[src/rtl/mem_stage.sv]
`default_nettype none
// ----------------------------------------------------------------------------
// mem_stage : passes ALU results through; runs loads/stores byte-serially
//             on the shared 8-bit RAM port while requesting a pipeline stall.
// Rev 1.0
// ----------------------------------------------------------------------------
module mem_stage (
  input  logic        clk,
  input  logic        rst,
  input  logic [4:0]  wd_i,
  input  logic        wreg_i,
  input  logic [31:0] wdata_i,
  input  logic [31:0] mem_addr_i,
  input  logic [31:0] mem_write_data_i,
  input  logic        mem_rw_i,
  input  logic [7:0]  aluop_i,
  input  logic [4:0]  lock_i,
  output logic [4:0]  wd_o,
  output logic        wreg_o,
  output logic [31:0] wdata_o,
  output logic        stall_req_o,
  output logic        ram_req_o,
  input  logic        ram_grant_i,
  output logic [31:0] ram_addr_o,
  output logic        ram_we_o,
  output logic [7:0]  ram_data_o,
  input  logic [7:0]  ram_data_i
);

  localparam logic [7:0] c_EXE_LB_OP  = 8'h20;
  localparam logic [7:0] c_EXE_LH_OP  = 8'h21;
  localparam logic [7:0] c_EXE_LW_OP  = 8'h22;
  localparam logic [7:0] c_EXE_LBU_OP = 8'h23;
  localparam logic [7:0] c_EXE_LHU_OP = 8'h24;
  localparam logic [7:0] c_EXE_SB_OP  = 8'h25;
  localparam logic [7:0] c_EXE_SH_OP  = 8'h26;
  localparam logic [7:0] c_EXE_SW_OP  = 8'h27;

  typedef enum logic [1:0] {
    S_IDLE   = 2'd0,
    S_ACCESS = 2'd1,
    S_WAIT   = 2'd2,
    S_DONE   = 2'd3
  } state_t;

  state_t      r_state;
  state_t      w_next;
  logic [1:0]  r_cnt;
  logic [31:0] r_buf;
  logic        r_rd_pend;
  logic [1:0]  r_rd_idx;

  logic        w_is_mem;
  logic [1:0]  w_last;
  logic        w_issue;
  logic [31:0] w_load_data;
  logic        w_stall;
  logic        w_req;
  logic        w_we;
  logic        w_wreg;
  logic [31:0] w_wdata;
  logic        w_unused;

  assign w_unused = ^{lock_i[4], lock_i[2:0]};

  // Operation decode: w_last is the index of the final byte (N-1).
  always_comb begin
    w_is_mem = 1'b1;
    w_last   = 2'd0;
    case (aluop_i)
      c_EXE_LB_OP, c_EXE_LBU_OP, c_EXE_SB_OP: w_last = 2'd0;
      c_EXE_LH_OP, c_EXE_LHU_OP, c_EXE_SH_OP: w_last = 2'd1;
      c_EXE_LW_OP, c_EXE_SW_OP:               w_last = 2'd3;
      default:                                w_is_mem = 1'b0;
    endcase
  end

  always_comb begin
    case (aluop_i)
      c_EXE_LB_OP:  w_load_data = {{24{r_buf[7]}}, r_buf[7:0]};
      c_EXE_LBU_OP: w_load_data = {24'd0, r_buf[7:0]};
      c_EXE_LH_OP:  w_load_data = {{16{r_buf[15]}}, r_buf[15:0]};
      c_EXE_LHU_OP: w_load_data = {16'd0, r_buf[15:0]};
      default:      w_load_data = r_buf;
    endcase
  end

  assign w_issue = (r_state == S_ACCESS) && ram_grant_i;

  always_ff @(posedge clk or negedge rst) begin
    if (!rst) begin
      r_state   <= S_IDLE;
      r_cnt     <= 2'd0;
      r_buf     <= 32'd0;
      r_rd_pend <= 1'b0;
      r_rd_idx  <= 2'd0;
    end else begin
      r_state <= w_next;
      if (r_state == S_IDLE) begin
        r_cnt <= 2'd0;
      end else if (w_issue) begin
        r_cnt <= r_cnt + 2'd1;
      end
      // Read data returns one cycle after its address, so remember which byte.
      r_rd_pend <= w_issue && !mem_rw_i;
      r_rd_idx  <= r_cnt;
      if (r_rd_pend) begin
        r_buf[{r_rd_idx, 3'b000} +: 8] <= ram_data_i;
      end
    end
  end

  always_comb begin
    w_next  = r_state;
    w_stall = 1'b0;
    w_req   = 1'b0;
    w_we    = 1'b0;
    w_wreg  = wreg_i;
    w_wdata = wdata_i;
    case (r_state)
      S_IDLE: begin
        if (w_is_mem) begin
          w_stall = 1'b1;
          w_wreg  = 1'b0;
          w_next  = S_ACCESS;
        end
      end
      S_ACCESS: begin
        w_stall = 1'b1;
        w_wreg  = 1'b0;
        w_req   = 1'b1;
        w_we    = mem_rw_i && ram_grant_i;
        if (w_issue && (r_cnt == w_last)) begin
          w_next = mem_rw_i ? S_DONE : S_WAIT;
        end
      end
      S_WAIT: begin
        w_stall = 1'b1;
        w_wreg  = 1'b0;
        w_next  = S_DONE;
      end
      S_DONE: begin
        w_wdata = mem_rw_i ? wdata_i : w_load_data;
        // Leave only when the next instruction is clocked in.
        if (!lock_i[3]) begin
          w_next = S_IDLE;
        end
      end
      default: w_next = S_IDLE;
    endcase
  end

  // Every output is forced low while reset is asserted, including pass-through.
  assign wd_o        = rst ? wd_i : 5'd0;
  assign wreg_o      = rst && w_wreg;
  assign wdata_o     = rst ? w_wdata : 32'd0;
  assign stall_req_o = rst && w_stall;
  assign ram_req_o   = rst && w_req;
  assign ram_we_o    = rst && w_we;
  assign ram_addr_o  = (rst && w_req) ? (mem_addr_i + {30'd0, r_cnt}) : 32'd0;
  assign ram_data_o  = (rst && w_req) ? mem_write_data_i[{r_cnt, 3'b000} +: 8] : 8'd0;

endmodule
`default_nettype wire

[config.mk]
export PLATFORM = sky130hd
export DESIGN_NAME = mem_stage
export DESIGN_NICKNAME = d
export VERILOG_FILES = /design/src/rtl/mem_stage.sv
export SDC_FILE = /design/constraint.sdc
export NUM_CORES = 1
export LEC_CHECK = 0
export BUFFER_PORTS_ARGS = -buffer_cell sky130_fd_sc_hd__buf_2
export CAP_MARGIN = 15
export CORE_ASPECT_RATIO = 1.5
export CORE_UTILIZATION = 44
export CTS_CLUSTER_DIAMETER = 200
export DETAILED_ROUTE_END_ITERATION = 16
export PLACE_DENSITY = 0.84
export SLEW_MARGIN = 15
export SYNTH_ARGS = -nofsm -noshare
export SYNTH_HDL_FRONTEND = slang
export SYNTH_SLANG_ARGS = --single-unit
[constraint.sdc]
create_clock -name clk -period 2.2 [get_ports clk]
set_input_delay 0.33 -clock clk [delete_from_list [all_inputs] [get_ports clk]]
set_output_delay 0.33 -clock clk [all_outputs]
set_load 0.05 [all_outputs]
==> results.tsv, run 1 <==
stage	metric	value	unit
grt	grt_pass1_wl	19.2	mm
place	port_buffers	203	
timing	min_period_over_period	1.16	
timing	hold_viol_final	0	
yosys	synthTopCellsByCount	nand2_1 (59), dfrtp_1 (39), a21oi_1 (36), nor2_1 (36), a22o_1 (32)	
layout	fin_nets	772	
setup_path	worstPathMaxFanout	4	
yosys	yosysTopAreaCell	dfrtp_1	
yosys	synth_area	3360	sq um
cts	cts_buffers	5	
yosys	ys_async_sr_fraction	1.00	
timing	setup_violations	32	
yosys	synthCells	405	
run_status	violations	negative setup slack	
timing	rsz0062_at_grt	true	
cts	postCtsHoldBufs	0	
detailed_routing	drc_errors	0	
layout	final_area	5620	sq um
detailed_routing	routedWlPerCell	18.8	um
setup_path	r2r_slack	380	ps
yosys	avgSynthCellArea	8.31	sq um
hold_path	hold_class	in -> async	
pwr	fin_total_pwr	4.27	mW
yosys	synth.area.top_cells	dfrtp_1 (29%), a22o_1 (8.3%), nand2_1 (6.6%)	
cts	clk_pin_slew	80	ps
setup_path	start_kind	flip-flop	
setup_path	r2r-end	r_buf[31]	
cts	cts_tree	yes	
flow_run	drv_cap	0	
die	fp.dieH	109	um
layout	syn_to_final_growth	67.2	%
pwr	power.leakage	2.57	nW
layout	n_antenna_cell	0	
die	core_area	7320	sq um
die	num_io_pins	208	
cts	cts.sinks	39	
cts	insertion_delay	300	ps
grt	grt_max_degree	71	
cts	clockBufferDepth	2	
detailed_routing	first_iter_violations	286	
grt	grtUsageTotal	0.316	
grt	grt_antenna_before_repair	0	
run_status	status	finished, violations left	
grt	grt_pass1_vias	4121	
timing	slew_viol_final	0	
yosys	synth_most_common_cell	nand2_1	
place	dp_worst_setup_slack	-166	ps
die	die-area	8010	sq um
die	num_rows	38	
timing	worst_slack	-361	ps
place	gp_congestion	0.898	
die	fp.dieW	73.4	um
yosys	synth_top_area_frac	0.290	
detailed_routing	viasPerCell	5.90	
detailed_routing	dr.pass1.iters	4	
yosys	ys_seq_area_frac	0.290	
timing	skew	5.36	ps
die	initial_core_util	0.460	
timing	setup_tns	-7300	ps
detailed_routing	vias	4334	
setup_path	cp-end-kind	primary output	
setup_path	worstPathRequired	1870	ps
yosys	synthFlopType	dfrtp_1	
setup_path	critPathKind	reg -> out	
place	dp_hpwl	9.21	mm
cts	root_buffer	clkbuf_8	
pwr	ir_drop	0.403	mV
yosys	synth_nets	544	
grt	grt-ovfl-total	0	
timing	fin_hold_ws	43.0	ps
yosys	synth_cell_types	45	
cts	htree_levels	2	
yosys	ys_warn_count	0	
setup_path	r2r_cells	5	
yosys	synth_seq_cells	39	
yosys	synth-edff-count	0	
layout	fillers	469	
timing	post-route-min-period	2560	ps
setup_path	critPathArrivalTime	2230	ps
pwr	p_per_area	759	nW/um^2
timing	fmax	390	MHz
timing	tightest_slew	428	ps
layout	final_layout_size_suffix_gt1_frac	0.549	
timing	max_slew_margin	0.715	
setup_path	r2r-start	r_rd_idx[0]	
detailed_routing	drtAntennaViolNets	0	
detailed_routing	wl	13.8	mm
place	place_area	4920	sq um
[cell type report]
cell class              instances  area, sq um  share of cell area
flip-flops and latches         39          978               0.174
well taps                     100          125              0.0222
repair buffers                239         1680               0.298
clock inverters                 3         20.0             0.00356
multi-input cells             342         2730               0.485
clock buffers                   5         68.8              0.0122
inverters                       5         22.5             0.00400
repair inverters                1         5.00            0.000890
[sequential cells by signal, summed over array words and instances (netlist names)]
| register | count |
|---|---|
| r_rd_idx | 2 |
| r_state | 2 |
| r_rd_pend | 1 |
| r_cnt | 2 |
| r_buf | 32 |
[power by group]
part           switching [mW]  total, mW  leakage [nW]  internal, mW
Sequential              0.112      0.954         0.530         0.842
Clock                   0.264      0.484        0.0402         0.220
Combinational            1.78       2.83          2.00          1.06
[how the worst max path moves through the flow]
stage	startpoint	endpoint	slack (ps)	cells past startpoint
CTS	r_cnt[0]	ram_addr_o[14]	-310	7
global placement	mem_addr_i[0]	ram_addr_o[14]	-130	8
finish	r_cnt[0]	ram_addr_o[14]	-360	7
floorplan	r_cnt[0]	ram_addr_o[14]	-250	6
detailed placement	mem_addr_i[0]	ram_addr_o[14]	-170	8
global route	r_cnt[0]	ram_addr_o[14]	-490	8
[cells in the final DEF (no fill, tap or decap), types with 8 or more instances in the layout]
cell type	instances
buf_2	145
nor2_2	13
clkbuf_4	10
ha_1	9
buf_4	43
nor2_1	13
nand4_1	12
xor2_2	9
a22o_1	32
nor2_4	12
dfrtp_1	37
o21ai_0	26
a21oi_1	21
a21oi_2	12
buf_6	27
nand3_1	9
and2_1	14
nand2_1	54
xor2_1	14
mux4_2	8
[kinds of logic after synthesis]
group / Yosys count / share of synthesized area
AOI/OAI and AO/OA: 116 / 0.224
xor gates and xnor gates: 28 / 0.0729
adders and majority gates: 12 / 0.0469
buffers and inverters: 25 / 0.0286
DFF: 39 / 0.290
muxes: 10 / 0.0599
and+or+nand+nor: 175 / 0.278
[repair_timing]
item	CTS	global route
buffers inserted	3	5
setup endpoints to repair	61	71
resized for setup	84	67
pin swaps	8	22
gates cloned	0	3
[metal layers]
metal	routed length (um)	vias to the layer above	track usage
li1	-	1924	-
met1	4750	2084	0.306
met2	7310	275	0.615
met3	1190	51	0.0712
met4	541	0	0.147
met5	0	-	0
[worst max-delay path, stage by stage (launching register included)]
cell	delay, ps
dfrtp_1	370
ha_2	200
fa_2	250
nand3_4	100
or2_4	270
or3_4	390
a21oi_4	180
buf_8	160
[metrics by stage]
step,utilization,instances
final,0.768,734
after global routing,0.768,734
after CTS,0.727,726
after detailed placement,0.671,715
after global placement,0.671,715
after floorplan,-,405
(Power assumes the default switching activity.)
==> run 2: changes to the inputs <==
--- a/config.mk
+++ b/config.mk
@@ -5,13 +5,17 @@
 export SDC_FILE = /design/constraint.sdc
 export NUM_CORES = 1
 export LEC_CHECK = 0
+export ABC_CLOCK_PERIOD_IN_PS = 2200
 export BUFFER_PORTS_ARGS = -buffer_cell sky130_fd_sc_hd__buf_2
 export CAP_MARGIN = 15
+export CELL_PAD_IN_SITES_DETAIL_PLACEMENT = 1
+export CELL_PAD_IN_SITES_GLOBAL_PLACEMENT = 1
 export CORE_ASPECT_RATIO = 1.5
-export CORE_UTILIZATION = 44
+export CORE_UTILIZATION = 30
 export CTS_CLUSTER_DIAMETER = 200
 export DETAILED_ROUTE_END_ITERATION = 16
-export PLACE_DENSITY = 0.84
+export PLACE_DENSITY = 0.83
+export RECOVER_POWER = 25
 export SLEW_MARGIN = 15
 export SYNTH_ARGS = -nofsm -noshare
 export SYNTH_HDL_FRONTEND = slang
==> results.tsv, run 2 (synthesized netlist as in run 1, its figures left out) <==
stage	metric	value	unit	change
run_status	status	finished, violations left		unchanged
run_status	violations	negative setup slack		unchanged
layout	largest_register_ffs	32		unchanged
detailed_routing	viasPerCell	5.37		was 5.90
layout	final_area	5760	sq um	was 5620 sq um
setup_path	path_depth	7		unchanged
detailed_routing	vias	4224		was 4334
pwr	power_frac_seq	0.206		was 0.223
timing	tightest_slew	336	ps	was 428 ps
die	die-area	11700	sq um	was 8010 sq um
cts	htree_levels	2		unchanged
pwr	power.share.clock	0.179		was 0.113
grt	grt-ovfl-total	0		unchanged
detailed_routing	wl_met2	8.43	mm	was 7.31 mm
setup_path	critPathArrivalTime	2140	ps	was 2230 ps
detailed_routing	routedWlPerCell	19.1	um	was 18.8 um
setup_path	crit_path_top_delay_cell	dfrtp_1		was or3_4
setup_path	r2r-start	r_cnt[1]		was r_rd_idx[0]
timing	skew	3.45	ps	was 5.36 ps
layout	regMostFlops	r_buf		unchanged
cts	cts.sinks	39		unchanged
place	dpl.cell_count	761		was 715
cts	postCtsHoldBufs	0		unchanged
pwr	p_sw	2.23	mW	was 2.15 mW
setup_path	critPathBufInv	1		unchanged
detailed_routing	wl_met1	5.12	mm	was 4.75 mm
grt	grtUsageTotal	0.245		was 0.316
die	num_rows	47		was 38
die	num_io_pins	208		unchanged
layout	final_cell_mix	buf_2 (148), buf_4 (56), nand2_1 (54), dfrtp_1 (36), a22o_1 (32)		was buf_2 (145), nand2_1 (54), buf_4 (43), dfrtp_1 (37), a22o_1 (32)
timing	post-route-min-period	2470	ps	was 2560 ps
die	fp.dieW	88.5	um	was 73.4 um
setup_path	critPathKind	reg -> out		unchanged
grt	grt_pass1_vias	4463		was 4121
die	core_area	11000	sq um	was 7320 sq um
detailed_routing	wl	15.0	mm	was 13.8 mm
cts	cts_tree	yes		unchanged
layout	final_layout_size_suffix_gt1_frac	0.556		was 0.549
cts	clockBufferDepth	2		unchanged
timing	min_period_over_period	1.12		was 1.16
layout	layout.cells.non_filler	786		was 734
layout	regArea	980	sq um	was 978 sq um
pwr	power.leakage	2.63	nW	was 2.57 nW
die	initial_core_util	0.306		was 0.460
layout	post-route-util	0.524		was 0.768
layout	multi_input_area	2740	sq um	was 2730 sq um
pwr	combPwrFrac	0.616		was 0.663
timing	worst_slack	-272	ps	was -361 ps
pwr	p_per_area	816	nW/um^2	was 759 nW/um^2
setup_path	critPathMaxStageDelay	390	ps	about the same
pwr	ir_drop	0.373	mV	was 0.403 mV
layout	mostFrequentLayoutCell	buf_2		unchanged
timing	rsz0062_at_grt	true		unchanged
place	place_area	4950	sq um	was 4920 sq um
layout	fillers	1287		was 469
detailed_routing	first_iter_violations	94		was 286
place	gp_congestion	0.845		was 0.898
setup_path	path_cells	ha_4 > fa_2 > nand3_4 > or2_4 > or3_4 > a21oi_4 > buf_6		was ha_2 > fa_2 > nand3_4 > or2_4 > or3_4 > a21oi_4 > buf_8
layout	n_antenna_cell	0		unchanged
timing	setup_violations	32		unchanged
flow_run	drv_cap	0		unchanged
timing	fmax	404	MHz	was 390 MHz
detailed_routing	highest_layer	met5		was met4
grt	grt_pass1_wl	22.1	mm	was 19.2 mm
setup_path	r2r_slack	320	ps	was 380 ps
setup_path	cpLargestDelayFamily	simple AND/OR/NAND/NOR gates		unchanged
place	port_buffers	203		unchanged
setup_path	worstPathRequired	1870	ps	about the same
hold_path	hold_class	in -> async		unchanged
cts	clk_pin_slew	60	ps	was 80 ps
layout	syn_to_final_growth	71.2	%	was 67.2%
layout	fin_nets	777		was 772
detailed_routing	drtAntennaViolNets	0		unchanged
timing	max_slew_margin	0.775		was 0.715
cts	cts_buffers	5		unchanged
pwr	p_sw_frac	0.474		was 0.504
place	dp_hpwl	10.6	mm	was 9.21 mm
pwr	p_int	2.47	mW	was 2.12 mW
detailed_routing	drc_errors	0		unchanged
timing	slew_viol_final	0		unchanged
setup_path	r2r-end	r_state[1]		was r_buf[31]
setup_path	cp-end-kind	primary output		unchanged
detailed_routing	wl_met3	1.06	mm	was 1.19 mm
grt	grt_antenna_before_repair	1		was 0
setup_path	start_kind	flip-flop		unchanged
detailed_routing	dr.pass1.iters	4		unchanged
cts	insertion_delay	290	ps	was 300 ps
cts	root_buffer	clkbuf_16		was clkbuf_8
setup_path	r2r_cells	7		was 5
timing	hold_viol_final	0		unchanged
grt	grt_max_degree	81		was 71
setup_path	worstPathMaxFanout	3		was 4
die	fp.dieH	132	um	was 109 um
run 2: cell types whose count changed in the layout (fill, tap and decap cells not counted), moves of 3 or more:
cell,previous run,this run
buf_2,145,148
buf_4,43,56
buf_8,7,3
clkbuf_16,1,6
clkbuf_4,10,4
clkbuf_8,5,0
run 2: worst max-delay path by stage:
stage / to / slack, ps / start
after floorplan: ram_addr_o[14] / -250 / r_cnt[0]
after global placement: ram_addr_o[14] / -140 / mem_addr_i[0]
after detailed placement: ram_addr_o[14] / -190 / mem_addr_i[0]
after CTS: ram_addr_o[14] / -270 / r_cnt[0]
after global routing: ram_addr_o[26] / -310 / r_cnt[0]
final: ram_addr_o[14] / -270 / r_cnt[0]
run 2: per-layer routing:
metal | global-route usage | vias up
met1 | 0.230 | 2068
met5 | 0 | -
met2 | 0.492 | 193
li1 | - | 1933
met3 | 0.0584 | 28
met4 | 0.0753 | 2
run 2: metrics by stage:
stage          setup TNS, ps  hold slack (ps)  total power, mW  setup WS [ps]
2_1_floorplan          -3930             34.4             2.74           -248
3_3_place_gp           -1060              419             3.39           -143
3_5_place_dp           -1950              428             3.47           -195
4_1_cts                -5160              143             4.52           -270
5_1_grt                -7170              314             4.92           -307
6_report               -4690              261             4.70           -272
run 2: what timing repair did:
action	CTS	global route
cloned	1	1
pin swaps	23	15
setup endpoints to repair	71	72
setup buffers	7	10
gates resized for setup	93	55
run 2: cell type report:
class,instances,area share
Clock buffer,5,0.0217
Clock inverter,3,0.00760
Inverter,5,0.00391
Multi-Input combinational cell,341,0.475
Sequential cell,39,0.170
Tap cell,147,0.0319
Timing Repair Buffer,245,0.288
Timing Repair inverter,1,0.00130
run 2: power groups by stage:
stage	combinational (mW)	clock (mW)	sequential, mW
finish	2.89	0.839	0.967
global route	3.07	0.875	0.978
CTS	2.72	0.846	0.953
detailed placement	2.52	0	0.957
global placement	2.45	0	0.943
floorplan	1.80	0	0.931
==> run 3: changes to the inputs <==
--- a/config.mk
+++ b/config.mk
@@ -11,10 +11,11 @@
 export CELL_PAD_IN_SITES_DETAIL_PLACEMENT = 1
 export CELL_PAD_IN_SITES_GLOBAL_PLACEMENT = 1
 export CORE_ASPECT_RATIO = 1.5
-export CORE_UTILIZATION = 30
+export CORE_UTILIZATION = 31
+export CTS_BUF_LIST = sky130_fd_sc_hd__clkbuf_8
 export CTS_CLUSTER_DIAMETER = 200
 export DETAILED_ROUTE_END_ITERATION = 16
-export PLACE_DENSITY = 0.83
+export PLACE_DENSITY = 0.86
 export RECOVER_POWER = 25
 export SLEW_MARGIN = 15
 export SYNTH_ARGS = -nofsm -noshare
==> results.tsv, run 3 (synthesized netlist as in run 1, its figures left out) <==
stage	metric	value	unit	change
run_status	status	finished, violations left		unchanged
run_status	violations	negative setup slack		unchanged
layout	mostFrequentLayoutCell	buf_2		unchanged
timing	slew_viol_final	0		unchanged
die	die-area	11300	sq um	was 11700 sq um
timing	post-route-min-period	2500	ps	was 2470 ps
place	dp_hpwl	10.8	mm	was 10.6 mm
setup_path	cpLargestDelayFamily	simple AND/OR/NAND/NOR gates		unchanged
setup_path	crit_path_top_delay_cell	or3_4		was dfrtp_1
setup_path	r2r-start	r_rd_idx[0]		was r_cnt[1]
setup_path	cp-end-kind	primary output		unchanged
setup_path	worstPathMaxFanout	4		was 3
hold_path	whs_path_depth	2		
setup_path	start_kind	flip-flop		unchanged
detailed_routing	dr.pass1.iters	4		unchanged
timing	hold_viol_final	0		unchanged
cts	htree_levels	2		unchanged
cts	cts_buffers	5		unchanged
die	core_area	10600	sq um	was 11000 sq um
setup_path	critPathMaxStageDelay	390	ps	about the same
die	fp.dieW	87.1	um	was 88.5 um
cts	clockBufferDepth	2		unchanged
grt	grtUsageTotal	0.257		was 0.245
setup_path	path_depth	7		unchanged
layout	regMostFlops	r_buf		unchanged
pwr	power.leakage	2.65	nW	was 2.63 nW
layout	layout.cells.non_filler	782		was 786
setup_path	r2r-end	r_buf[4]		was r_state[1]
layout	fin_nets	775		was 777
cts	clk_pin_slew	80	ps	was 60 ps
setup_path	r2r_slack	180	ps	was 320 ps
cts	insertion_delay	300	ps	was 290 ps
setup_path	path_cells	ha_4 > fa_2 > nand3_4 > or2_4 > or3_4 > a21oi_4 > buf_6		unchanged
setup_path	critPathBufInv	1		unchanged
flow_run	drv_cap	0		unchanged
timing	setup_violations	42		was 32
detailed_routing	first_iter_violations	145		was 94
grt	grt_pass1_wl	22.4	mm	was 22.1 mm
die	num_rows	46		was 47
detailed_routing	vias	4392		was 4224
layout	largest_register_ffs	32		unchanged
detailed_routing	viasPerCell	5.62		was 5.37
timing	fmax	400	MHz	was 404 MHz
layout	final_layout_size_suffix_gt1_frac	0.587		was 0.556
setup_path	critPathArrivalTime	2170	ps	was 2140 ps
die	num_io_pins	208		unchanged
layout	final_cell_mix	buf_2 (140), buf_4 (52), nand2_1 (50), buf_6 (38), dfrtp_1 (37)		was buf_2 (148), buf_4 (56), nand2_1 (54), dfrtp_1 (36), a22o_1 (32)
place	dp_worst_setup_slack	-198	ps	was -195 ps
hold_path	holdCritStartpoint	mem_rw_i		
pwr	ir_drop	0.331	mV	was 0.373 mV
setup_path	r2r_cells	5		was 7
die	initial_core_util	0.318		was 0.306
cts	root_buffer	clkbuf_8		was clkbuf_16
setup_path	critPathKind	reg -> out		unchanged
detailed_routing	drc_errors	0		unchanged
grt	grt_pass1_vias	4501		was 4463
detailed_routing	drtAntennaViolNets	0		unchanged
place	gp_congestion	0.809		was 0.845
timing	tightest_slew	936	ps	was 336 ps
timing	worst_slack	-299	ps	was -272 ps
pwr	fin_total_pwr	4.62	mW	was 4.70 mW
detailed_routing	wl	17.0	mm	was 15.0 mm
grt	grt-ovfl-total	0		unchanged
grt	grt_antenna_before_repair	2		was 1
cts	cts.sinks	39		unchanged
timing	skew	6.08	ps	was 3.45 ps
die	fp.dieH	130	um	was 132 um
grt	grt_max_degree	54		was 81
hold_path	hold_class	in -> reg		was in -> async
setup_path	worstPathRequired	1870	ps	about the same
place	dpl.cell_count	759		was 761
pwr	p_per_area	790	nW/um^2	was 816 nW/um^2
detailed_routing	routedWlPerCell	21.7	um	was 19.1 um
timing	rsz0062_at_grt	true		unchanged
cts	postCtsHoldBufs	0		unchanged
hold_path	hold-path-endpoint	r_rd_pend		
layout	syn_to_final_growth	74.0	%	was 71.2%
timing	min_period_over_period	1.14		was 1.12
place	port_buffers	203		unchanged
timing	max_slew_margin	0.376		was 0.775
cts	cts_tree	yes		unchanged
run 3: cell types whose count changed in the layout (fill, tap and decap cells not counted), moves of 5 or more:
cell,before,now
o21ai_0,27,7
buf_6,28,38
a21oi_2,11,16
o21ai_1,3,11
buf_2,148,140
o21ai_2,1,13
clkbuf_8,0,6
run 3: final cells by class:
| cell class | count | area (sq um) |
|---|---|---|
| Inverter | 5 | 22.5 |
| Sequential cell | 39 | 978 |
| Timing Repair Buffer | 242 | 1710 |
| Clock inverter | 2 | 35.0 |
| Tap cell | 144 | 180 |
| Timing Repair inverter | 1 | 5.00 |
| Fill cell | 1254 | 4740 |
| Antenna cell | 1 | 2.50 |
| Multi-Input combinational cell | 342 | 2840 |
| Clock buffer | 6 | 82.6 |
run 3: how the worst max path moves through the flow:
stage	slack (ps)	startpoint	endpoint
2_1_floorplan	-250	r_cnt[0]	ram_addr_o[14]
3_3_place_gp	-130	mem_addr_i[0]	ram_addr_o[14]
3_5_place_dp	-200	mem_addr_i[0]	ram_addr_o[14]
4_1_cts	-300	r_cnt[1]	ram_addr_o[31]
5_1_grt	-380	r_cnt[1]	ram_addr_o[29]
6_report	-300	r_cnt[0]	ram_addr_o[14]
run 3: timing repair:
item,CTS,global route
cloned,0,5
pin swaps,10,20
setup endpoints to repair,64,72
resized for setup,92,131
setup buffers,4,7
run 3: per-stage QoR:
step	area, sq um	utilization	hold WS, ps	TNS, ps
finish	5850	0.553	303	-5490
global route	5850	0.553	305	-11210
CTS	5400	0.510	61.0	-5520
detailed placement	4930	0.465	388	-2200
global placement	4930	0.465	385	-881
floorplan	3580	-	34.4	-3930
run 3: layer usage:
| metal | vias up | GRT usage | wire, um |
|---|---|---|---|
| li1 | 1929 | - | - |
| met1 | 2160 | 0.246 | 5590 |
| met2 | 240 | 0.495 | 9280 |
| met3 | 61 | 0.0682 | 1230 |
| met4 | 2 | 0.127 | 846 |
| met5 | - | 0 | 12 |
run 3: power by group:
group	internal (mW)	switching [mW]	total, mW
sequential	0.841	0.122	0.964
clock	0.367	0.268	0.635
combinational	1.13	1.89	3.03
